<file path="src/rtl/name_entry_ctrl.sv">
// Scoreboard name-entry writer: edits three letter codes with edge-detected and
// auto-repeating buttons, and pulses name_done when the name is committed.
module name_entry_ctrl #(
    parameter int unsigned CHAR_W       = 5,
    parameter int unsigned NUM_CHARS    = 26,
    parameter int unsigned REPEAT_DELAY = 25_000_000,
    parameter int unsigned REPEAT_RATE  = 10_000_000
) (
    input  logic                  clk,
    input  logic                  rst_n,
    input  logic                  start,
    input  logic                  abort,
    input  logic                  btn_up,
    input  logic                  btn_down,
    input  logic                  btn_left,
    input  logic                  btn_right,
    input  logic                  btn_confirm,
    output logic [3*CHAR_W-1:0]   player_name,
    output logic [1:0]            input_pos,
    output logic                  editing,
    output logic                  name_done
);

    localparam int unsigned CNT_W = $clog2(REPEAT_DELAY + 1);
    localparam logic [CNT_W-1:0] CNT_LAST   = CNT_W'(REPEAT_DELAY - 1);
    localparam logic [CNT_W-1:0] CNT_RELOAD = CNT_W'(REPEAT_DELAY - REPEAT_RATE);
    localparam logic [CHAR_W-1:0] CHAR_MAX  = CHAR_W'(NUM_CHARS - 1);

    typedef enum logic [1:0] {StIdle, StEdit, StCommit} state_e;

    state_e              state_q, state_d;
    logic [3*CHAR_W-1:0] name_q, name_d;
    logic [1:0]          pos_q, pos_d;
    logic                editing_q, editing_d;
    logic                done_q, done_d;
    logic [4:0]          prev_q;
    logic [CNT_W-1:0]    cnt_q, cnt_d;

    logic [4:0]          btn_vec, press;
    logic                run, rpt_step, step_up, step_down;
    logic [CHAR_W-1:0]   cur_char, new_char;

    always_comb begin
        btn_vec = {btn_up, btn_down, btn_left, btn_right, btn_confirm};
        press   = btn_vec & ~prev_q;

        // Auto-repeat only while a single up/down button is the sole button held.
        run = (state_q == StEdit) && (pos_q != 2'd3) && (btn_up ^ btn_down) &&
              !(btn_left | btn_right | btn_confirm);
        rpt_step  = run && (press == 5'b0) && (cnt_q == CNT_LAST);
        step_up   = press[4] | (rpt_step & btn_up);
        step_down = press[3] | (rpt_step & btn_down);

        case (pos_q)
            2'd0:    cur_char = name_q[3*CHAR_W-1 -: CHAR_W];
            2'd1:    cur_char = name_q[2*CHAR_W-1 -: CHAR_W];
            2'd2:    cur_char = name_q[CHAR_W-1:0];
            default: cur_char = '0;
        endcase

        if (step_up) begin
            new_char = (cur_char == CHAR_MAX) ? '0 : cur_char + 1'b1;
        end else begin
            new_char = (cur_char == '0) ? CHAR_MAX : cur_char - 1'b1;
        end

        if (!run || (press != 5'b0) || start || abort) begin
            cnt_d = '0;
        end else if (cnt_q == CNT_LAST) begin
            cnt_d = CNT_RELOAD;
        end else begin
            cnt_d = cnt_q + 1'b1;
        end

        state_d   = state_q;
        name_d    = name_q;
        pos_d     = pos_q;
        editing_d = editing_q;
        done_d    = 1'b0;

        case (state_q)
            StIdle: begin
                editing_d = 1'b0;
                if (start) begin
                    state_d   = StEdit;
                    name_d    = '0;
                    pos_d     = 2'd0;
                    editing_d = 1'b1;
                end
            end
            StEdit: begin
                if (abort) begin
                    state_d   = StIdle;
                    editing_d = 1'b0;
                end else if (start) begin
                    name_d = '0;
                    pos_d  = 2'd0;
                end else if (press[0]) begin
                    if (pos_q == 2'd3) begin
                        state_d   = StCommit;
                        editing_d = 1'b0;
                        done_d    = 1'b1;
                    end else begin
                        pos_d = pos_q + 2'd1;
                    end
                end else if (press[2] ^ press[1]) begin
                    pos_d = press[2] ? pos_q - 2'd1 : pos_q + 2'd1;
                end else if ((step_up ^ step_down) && (pos_q != 2'd3)) begin
                    case (pos_q)
                        2'd0:    name_d[3*CHAR_W-1 -: CHAR_W] = new_char;
                        2'd1:    name_d[2*CHAR_W-1 -: CHAR_W] = new_char;
                        default: name_d[CHAR_W-1:0]           = new_char;
                    endcase
                end
            end
            StCommit: begin
                state_d   = StIdle;
                editing_d = 1'b0;
            end
            default: begin
                state_d   = StIdle;
                editing_d = 1'b0;
            end
        endcase
    end

    always_ff @(posedge clk or negedge rst_n) begin
        if (!rst_n) begin
            state_q   <= StIdle;
            name_q    <= '0;
            pos_q     <= 2'd0;
            editing_q <= 1'b0;
            done_q    <= 1'b0;
            prev_q    <= 5'b0;
            cnt_q     <= '0;
        end else begin
            state_q   <= state_d;
            name_q    <= name_d;
            pos_q     <= pos_d;
            editing_q <= editing_d;
            done_q    <= done_d;
            prev_q    <= btn_vec;
            cnt_q     <= cnt_d;
        end
    end

    assign player_name = name_q;
    assign input_pos   = pos_q;
    assign editing     = editing_q;
    assign name_done   = done_q;

endmodule

</file>
<file path="config.mk">
export PLATFORM = sky130hd
export DESIGN_NAME = name_entry_ctrl
export DESIGN_NICKNAME = d
export VERILOG_FILES = /design/src/rtl/name_entry_ctrl.sv
export SDC_FILE = /design/constraint.sdc
export NUM_CORES = 1
export LEC_CHECK = 0
export CAP_MARGIN = 20
export CORE_MARGIN = 3
export CORE_UTILIZATION = 52
export DETAILED_ROUTE_END_ITERATION = 10
export GPL_ROUTABILITY_DRIVEN = 0
export PLACE_DENSITY = 0.81
export SLEW_MARGIN = 10
export SYNTH_ARGS = -nofsm -noshare
export SYNTH_HDL_FRONTEND = slang
export SYNTH_SLANG_ARGS = --single-unit
</file>
<file path="constraint.sdc">
create_clock -name clk -period 3.2 [get_ports clk]
set_input_delay 0.64 -clock clk [delete_from_list [all_inputs] [get_ports clk]]
set_output_delay 0.64 -clock clk [all_outputs]
set_load 0.01 [all_outputs]
</file>
==> results of run 1 <==
==> placed cells by master (no fill, tap or decap), types with 3 or more instances in the layout <==
cell type	n
sky130_fd_sc_hd__inv_1	9
sky130_fd_sc_hd__a222oi_1	5
sky130_fd_sc_hd__a31oi_1	4
sky130_fd_sc_hd__ha_1	8
sky130_fd_sc_hd__and3_1	5
sky130_fd_sc_hd__o211ai_1	11
sky130_fd_sc_hd__buf_4	7
sky130_fd_sc_hd__nor2b_1	6
sky130_fd_sc_hd__xor2_1	16
sky130_fd_sc_hd__mux2i_1	3
sky130_fd_sc_hd__nand4_1	7
sky130_fd_sc_hd__a21oi_1	10
sky130_fd_sc_hd__xnor2_1	11
sky130_fd_sc_hd__nor2_1	36
sky130_fd_sc_hd__a21o_1	3
sky130_fd_sc_hd__nor3_1	5
sky130_fd_sc_hd__o2bb2ai_1	5
sky130_fd_sc_hd__clkbuf_8	5
sky130_fd_sc_hd__dfrtp_1	51
sky130_fd_sc_hd__nand2_1	18
sky130_fd_sc_hd__nand4b_1	3
sky130_fd_sc_hd__nand2b_1	7
sky130_fd_sc_hd__nor4_1	6
sky130_fd_sc_hd__clkdlybuf4s50_1	26
sky130_fd_sc_hd__or3_1	3
sky130_fd_sc_hd__nand3_1	18
sky130_fd_sc_hd__o21ai_1	10
sky130_fd_sc_hd__o21ai_0	4
==> final cells by class <==
type,instances,area [µm²],area share (%)
timing repair buffer,35,337.8,10.44
multi-input combinational,223,1429,44.14
inverter,9,33.78,1.044
clock buffer,6,72.57,2.242
tap,70,87.58,2.706
sequential,51,1276,39.43
==> layer usage <==
| metal | vias to the layer above | GRT usage (%) | part of all wire, % |
|---|---|---|---|
| met1 | 1112 | 26.66 | 44 |
| met2 | 74 | 36.11 | 50 |
| met3 | 8 | 3.968 | 4.6 |
| li1 | 1125 | - | - |
| met4 | 0 | 6.357 | 1.2 |
| met5 | - | 0 | 0 |
==> sequential cells by signal, indices dropped and copies added (netlist names) <==
name         count
editing          1
state_q          2
prev_q           5
input_pos        2
name_done        1
player_name     15
cnt_q           25
==> worst max path at each step <==
stage / start / endpoint / slack (ps) / depth (start not counted)
2_1_floorplan: cnt_q[0] / player_name[14] / 680 / 8
3_3_place_gp: btn_right / player_name[4] / 380 / 8
3_5_place_dp: btn_right / player_name[1] / 240 / 8
4_1_cts: input_pos[0] / player_name[6] / 360 / 10
5_1_grt: input_pos[0] / player_name[6] / 50 / 10
6_report: input_pos[0] / player_name[6] / 330 / 10
==> power breakdown <==
group / internal [mW] / switching [mW] / leakage [nW]
clock network: 0.146 / 0.190 / 0.0371
registers: 0.662 / 0.0172 / 0.695
logic: 0.0999 / 0.143 / 0.579
total: 0.908 / 0.350 / 1.31
==> cell families after synthesis <==
logic type,Yosys count,synth area share (%)
simple gates,123,22.69
compound gates,62,15.45
flops,51,45.82
xor+xnor,27,8.490
buf+inv,21,2.875
fa+ha+maj,8,3.594
mux,3,1.078
==> stage by stage <==
| step | instance area [µm²] | util, % | power, mW | hold WS, ps | worst slack [ps] |
|---|---|---|---|---|---|
| floorplan | 2785 | - | 0.8347 | 344.4 | 677.9 |
| global placement | 3144 | 61.17 | 0.9202 | 502.6 | 377.1 |
| detailed placement | 3144 | 61.17 | 0.9279 | 505.2 | 243.5 |
| CTS | 3217 | 62.59 | 1.266 | 516.6 | 358.1 |
| global route | 3237 | 62.97 | 1.324 | 298.9 | 45.64 |
| finish | 3237 | 62.97 | 1.258 | 278.7 | 332.6 |
==> worst register-to-register path, delay by kind of cell (launching register included) <==
family	cells	cell delay (ps)
buffers and inverters	2	210
AND/OR/NAND/NOR	3	580
flip-flops	1	410
adder cells (fa/ha/maj)	2	540
AO/OA/AOI/OAI	3	980
==> run summary, run 1 <==
### Pwr
• Max VDD drop: 0.2497 mV
• cell leakage power: 1.312 nW
• total power density per cell area: 388.6 nW/µm²

### CTS
• source-to-sink clock delay at the later pin of the worst-skew pair: 300 ps
• Clock Path Buffers: 2
• count of instances resized after the clock tree is built: 0
• total clock sinks: 51
• number of buffers inserted for hold repair after clock tree synthesis: 0
• number of clock buffers inserted by TritonCTS: 5
• maximum level of the CTS H-tree: 2
• Setup Fix Bufs, Post-CTS: 0
• clock transition time at the flip-flop clock pins of the worst setup and hold paths: 90 ps
• root buffer selected by CTS: sky130_fd_sc_hd__clkbuf_8
• CTS tree: yes

### Logic synthesis
• number of nets in the synthesized netlist: 312
• post-synthesis cell type with the largest combined area: sky130_fd_sc_hd__dfrtp_1
• largest cells by area after synthesis: sky130_fd_sc_hd__dfrtp_1 46%, sky130_fd_sc_hd__xor2_1 5.0%, sky130_fd_sc_hd__nor2_1 4.9%
• cells after synthesis: 295
• most frequent cells after synthesis: 51 x sky130_fd_sc_hd__dfrtp_1, 36 x sky130_fd_sc_hd__nor2_1, 18 x sky130_fd_sc_hd__nand2_1, 18 x sky130_fd_sc_hd__nand3_1, 16 x sky130_fd_sc_hd__xor2_1
• FF+latch count, synth: 51
• number of flops mapped to enable cells by yosys: 0
• top_reg_cell synth: sky130_fd_sc_hd__dfrtp_1
• sequential area share after synthesis: 45.82%
• total number of yosys warnings: 0
• netlist area before placement: 2785 µm²
• fraction of synthesis flops using an asynchronous set or reset pin: 100.0%
• post-synthesis cell type count: 43
• share of Yosys cell area claimed by the top area cell type: 45.82%
• most numerous cell in the Yosys netlist: sky130_fd_sc_hd__dfrtp_1
• mean area per synthesized cell: 9.441 µm²

### Critical path
• critical-path cell with the highest stage delay: sky130_fd_sc_hd__a222oi_1
• Setup crit start kind: register
• kind of capture point of the worst setup path: register
• ordered list of cells on the worst path: inv_1 > ha_1 > a222oi_1 > nor2_1 > inv_1 > ha_1 > nor2b_1 > nor4_1 > a31oi_1 > o21ai_1
• maximum single-stage delay on the critical path: 550 ps
• Reg2Reg Depth: 10
• launching point of the worst reg2reg path: input_pos[0]
• signal arrival time at the worst endpoint: 3040 ps
• worst reg2reg setup slack: 330 ps
• Req. time, crit path: 3370 ps
• Buffers & Inverters on Critical Path: 2
• worst-path fanout max: 8
• Crit Path Class: register to register
• endpoint of the worst register-to-register path: player_name[6]
• family of cells with the greatest summed delay on the critical path: compound AO/OA/AOI/OAI gates

### STA
• RSZ-0062 raised after global routing: no
• clock tree skew after final layout: 10.34 ps
• min Tclk post-route: 2867 ps
• setup tns final: 0 ps
• setup-violating endpoint count in the final report: 0
• Peak Freq: 0.3488 GHz
• Final Max Tran Viols: 0
• number of hold-slack violations in the final timing report: 0
• headroom to the max-slew limit: 51.26%
• actual transition at the worst max-transition pin: 731.1 ps
• fin crit share: 89.61%

### Cells and area
• count of placed standard cells in the final layout, fillers left out: 394
• share of final-layout standard cells stronger than drive strength 1: 5.247%
• number of fill cells: 455
• area added between synthesis and finish: 16.22%
• net count reported at finish: 342
• Antenna diodes: 0

### GRT
• GR Util All Layers: 20.96%
• vias in the first global route: 2253
• wire length of the first global-routing pass: 10460 µm
• number of antenna violations at the first check in global routing: 0
• pin count of the biggest net entering global routing: 52
• leftover overflow at the end of global routing: 0

### Floorplanning
• starting utilization of the core area: 54.19%
• height of the chip: 79.19 µm
• die width: 79.19 µm
• total die area: 6270 µm²
• number of placement rows: 26
• Core Box Area: 5140 µm²
• I/O pins: 28

### Min path
• type of the worst min-delay path: primary input to async pin

### Routing
• Detailed Routing Iterations Pass 1: 5
• antenna-violating nets left: 0
• detailed-route wire length: 6049 µm
• number of vias in the routed layout: 2319
• violation count after the first detailed-routing iteration: 172
• post-route DRC violation count: 0
• ratio of routed vias to standard cells: 5.886
• post-detailed-route wirelength per cell: 15.35 µm

### Run
• reported max-cap violation count: 0

### Placed design
• quantity of I/O buffers inserted on ports: 27
• Placed Instances: 387
• detailed placement HPWL: 4391 µm

### Run status
• outcome: finished clean

Note: power is estimated with default switching activity, not from simulation.
==> inputs of run 2 (changes only) <==
- CTS_CLUSTER_DIAMETER: default -> 200
==> results of run 2 <==
Final layout, timing and power as in run 1 (identical DEF).
==> inputs of run 3 (changes only) <==
- ABC_AREA: default -> 1
- PLACE_DENSITY: 0.81 -> 0.83
- clock period: 3.2 -> 2.4 ns (I/O delays scaled with it)
==> run 3 against run 2 <==
First-iteration DRC count grew 48%. Utilization is 3.6 points higher. Sequential share of layout area is 5.4 points lower. Count of clock-buffer cells in the layout up 2. Area after synthesis rose by 12%. Via count up 31%. Design area grew 16%. Global-route usage up 0.91 points. Critical endpoint is now player_name[13].
==> run summary, run 3 <==
### Run status
• outcome: finished clean

### Pwr
• Max VDD drop: 0.4480 mV
• total power density per cell area: 736.4 nW/µm²
• cell leakage power: 1.772 nW

### Logic synthesis
• top_reg_cell synth: sky130_fd_sc_hd__dfrtp_1
• post-synthesis cell type with the largest combined area: sky130_fd_sc_hd__dfrtp_1
• fraction of synthesized cell area in xor and xnor cells: 2.807%
• largest cells by area after synthesis: sky130_fd_sc_hd__dfrtp_1 41%, sky130_fd_sc_hd__nand2_1 16%, sky130_fd_sc_hd__nor2_1 7.5%
• most numerous cell in the Yosys netlist: sky130_fd_sc_hd__nand2_1
• area fraction in compound gates after synthesis: 5.934%
• number of flops mapped to enable cells by yosys: 0
• number of nets in the synthesized netlist: 454
• dominant combinational cell family by area after synthesis: simple AND/OR/NAND/NOR gates
• post-synthesis mux area share: 0%
• share of Yosys cell area claimed by the top area cell type: 40.90%
• fraction of synthesis flops using an asynchronous set or reset pin: 100.0%
• post-synthesis cell type count: 33
• netlist area before placement: 3120 µm²
• sequential area share after synthesis: 40.90%
• simple-gate share of the synthesized area: 39.90%
• FF+latch count, synth: 51
• total number of yosys warnings: 0
• cells after synthesis: 437
• most frequent cells after synthesis: 135 x sky130_fd_sc_hd__nand2_1, 62 x sky130_fd_sc_hd__nor2_1, 51 x sky130_fd_sc_hd__dfrtp_1
• adder-cell area share of the yosys netlist: 3.208%
• mean area per synthesized cell: 7.141 µm²

### Placed design
• placed inst area: 3551 µm²
• detailed placement HPWL: 5490 µm
• quantity of I/O buffers inserted on ports: 27
• Placed Instances: 544

### Floorplanning
• total die area: 6966 µm²
• number of placement rows: 27
• die width: 83.47 µm
• starting utilization of the core area: 55.31%
• I/O pins: 28
• Core Box Area: 5642 µm²
• height of the chip: 83.47 µm

### Cells and area
• final std cell area, no fill: 3757 µm²
• share of final-layout standard cells stronger than drive strength 1: 15.11%
• top library cells by usage in the layout, fill and taps aside: 133 x sky130_fd_sc_hd__nand2_1, 57 x sky130_fd_sc_hd__nor2_1, 49 x sky130_fd_sc_hd__dfrtp_1
• Antenna diodes: 0
• number of fill cells: 471
• count of placed standard cells in the final layout, fillers left out: 555
• final core area utilization: 66.60%
• area added between synthesis and finish: 20.41%
• net count reported at finish: 499
• largest register by flop count: cnt_q
• most common cell after layout, fill and taps aside: sky130_fd_sc_hd__nand2_1
• max reg flops: 25

### Routing
• violation count after the first detailed-routing iteration: 255
• ratio of routed vias to standard cells: 5.461
• Detailed Routing Iterations Pass 1: 5
• detailed-route wire length: 7545 µm
• number of vias in the routed layout: 3031
• post-detailed-route wirelength per cell: 13.59 µm
• antenna-violating nets left: 0
• post-route DRC violation count: 0

### Critical path
• Req. time, crit path: 2660 ps
• kind of capture point of the worst setup path: register
• Crit Path Class: register to register
• worst-path fanout max: 5
• Setup crit start kind: register
• signal arrival time at the worst endpoint: 2540 ps

### GRT
• vias in the first global route: 2887
• GR Util All Layers: 21.87%
• most utilized layer in the global route result: met2
• GR Util met2: 36.59%
• global routing usage on met1: 29.20%
• pin count of the biggest net entering global routing: 52
• GR met3 Demand/Resource: 4.245%
• number of antenna violations at the first check in global routing: 0
• leftover overflow at the end of global routing: 0
• wire length of the first global-routing pass: 12810 µm

### STA
• setup-violating endpoint count in the final report: 0
• Final Max Tran Viols: 0
• min Tclk post-route: 2286 ps
• clock tree skew after final layout: 10.79 ps
• Peak Freq: 0.4375 GHz
• number of hold-slack violations in the final timing report: 0
• headroom to the max-slew limit: 56.69%
• actual transition at the worst max-transition pin: 649.6 ps
• fin crit share: 95.24%
• setup tns final: 0 ps

### CTS
• maximum level of the CTS H-tree: 2
• CTS tree: yes
• Clock Path Buffers: 2
• clock transition time at the flip-flop clock pins of the worst setup and hold paths: 100 ps
• root buffer selected by CTS: sky130_fd_sc_hd__clkbuf_8
• total clock sinks: 51
• number of clock buffers inserted by TritonCTS: 5
• source-to-sink clock delay at the later pin of the worst-skew pair: 310 ps

### Min path
• type of the worst min-delay path: primary input to async pin

### Run
• reported max-cap violation count: 0

run 3: changes by cell type after synthesis, moves of 10 or more:
| cell | delta |
|---|---|
| sky130_fd_sc_hd__clkbuf_1 | -10 |
| sky130_fd_sc_hd__inv_1 | +34 |
| sky130_fd_sc_hd__inv_2 | +10 |
| sky130_fd_sc_hd__nand2_1 | +117 |
| sky130_fd_sc_hd__nand3_1 | +13 |
| sky130_fd_sc_hd__nand4_1 | +13 |
| sky130_fd_sc_hd__nor2_1 | +26 |
| sky130_fd_sc_hd__o211ai_1 | -11 |
run 3: cells by family after synthesis:
family / count (synthesis)
AO/OA/AOI/OAI: 33
XOR/XNOR: 10
adder cells (fa/ha/maj): 8
buffers and inverters: 57
flip-flops: 51
AND/OR/NAND/NOR: 278
run 3: metal layers:
layer,share of wire [%],wire [µm]
met5,0,0
met4,0.95,72
met3,6.0,451
met2,48,3606
met1,45,3414
run 3: worst paths after layout:
kind	cells past startpoint	slack [ps]	startpoint	end
setup / recovery	16	110	input_pos[1]	player_name[13]
hold / removal	2	280	rst_n	cnt_q[20]
setup reg to reg	16	110	input_pos[1]	player_name[13]
hold reg to reg	1	470	cnt_q[0]	cnt_q[0]
max in group asynchronous	2	1660	rst_n	input_pos[0]
min in group clk	1	470	cnt_q[0]	cnt_q[0]
run 3: layout make-up:
| class | instances | area, µm² | share of cell area (%) |
|---|---|---|---|
| Timing Repair Buffer | 42 | 390.4 | 10.39 |
| Inverter | 53 | 203.9 | 5.428 |
| Multi-Input combinational cell | 329 | 1694 | 45.09 |
| Sequential cell | 51 | 1279 | 34.03 |
| Clock buffer | 8 | 100.1 | 2.664 |
| Tap cell | 72 | 90.09 | 2.398 |
run 3: critical path, stage by stage, from the launching register on:
cell and delay, ps:
sky130_fd_sc_hd__dfrtp_2 450, sky130_fd_sc_hd__buf_4 150, sky130_fd_sc_hd__ha_4 180, sky130_fd_sc_hd__nand2_1 80, sky130_fd_sc_hd__nand3_2 120, sky130_fd_sc_hd__nand2_2 130
sky130_fd_sc_hd__inv_2 60, sky130_fd_sc_hd__ha_1 170, sky130_fd_sc_hd__inv_1 50, sky130_fd_sc_hd__nor2_1 60, sky130_fd_sc_hd__nand3_1 140, sky130_fd_sc_hd__nand3_1 100
sky130_fd_sc_hd__nand2_1 80, sky130_fd_sc_hd__nand2_1 60, sky130_fd_sc_hd__nor2_2 200, sky130_fd_sc_hd__nand4_1 120, sky130_fd_sc_hd__nand2_1 100
run 3: where the power goes:
| group | switching (mW) | internal [mW] | total (mW) |
|---|---|---|---|
| logic | 0.651 | 0.498 | 1.15 |
| clock network | 0.291 | 0.264 | 0.555 |
| registers | 0.101 | 0.962 | 1.06 |
run 3: through the flow:
stage / worst slack, ps / power (mW) / hold WS, ps
finish: 114.3 / 2.767 / 281.4
global route: -12.53 / 2.938 / 328.2
CTS: 34.40 / 2.699 / 297.0
detailed placement: -84.22 / 2.096 / 467.9
global placement: 0.7339 / 2.054 / 451.7
floorplan: 338.8 / 1.657 / 184.4
run 3: repair_timing:
item,4_1_cts,5_1_grt
setup endpoints to repair,10,15
buffers inserted,2,1
pin swaps,0,4
hold buffers,0,0
resized for setup,9,16
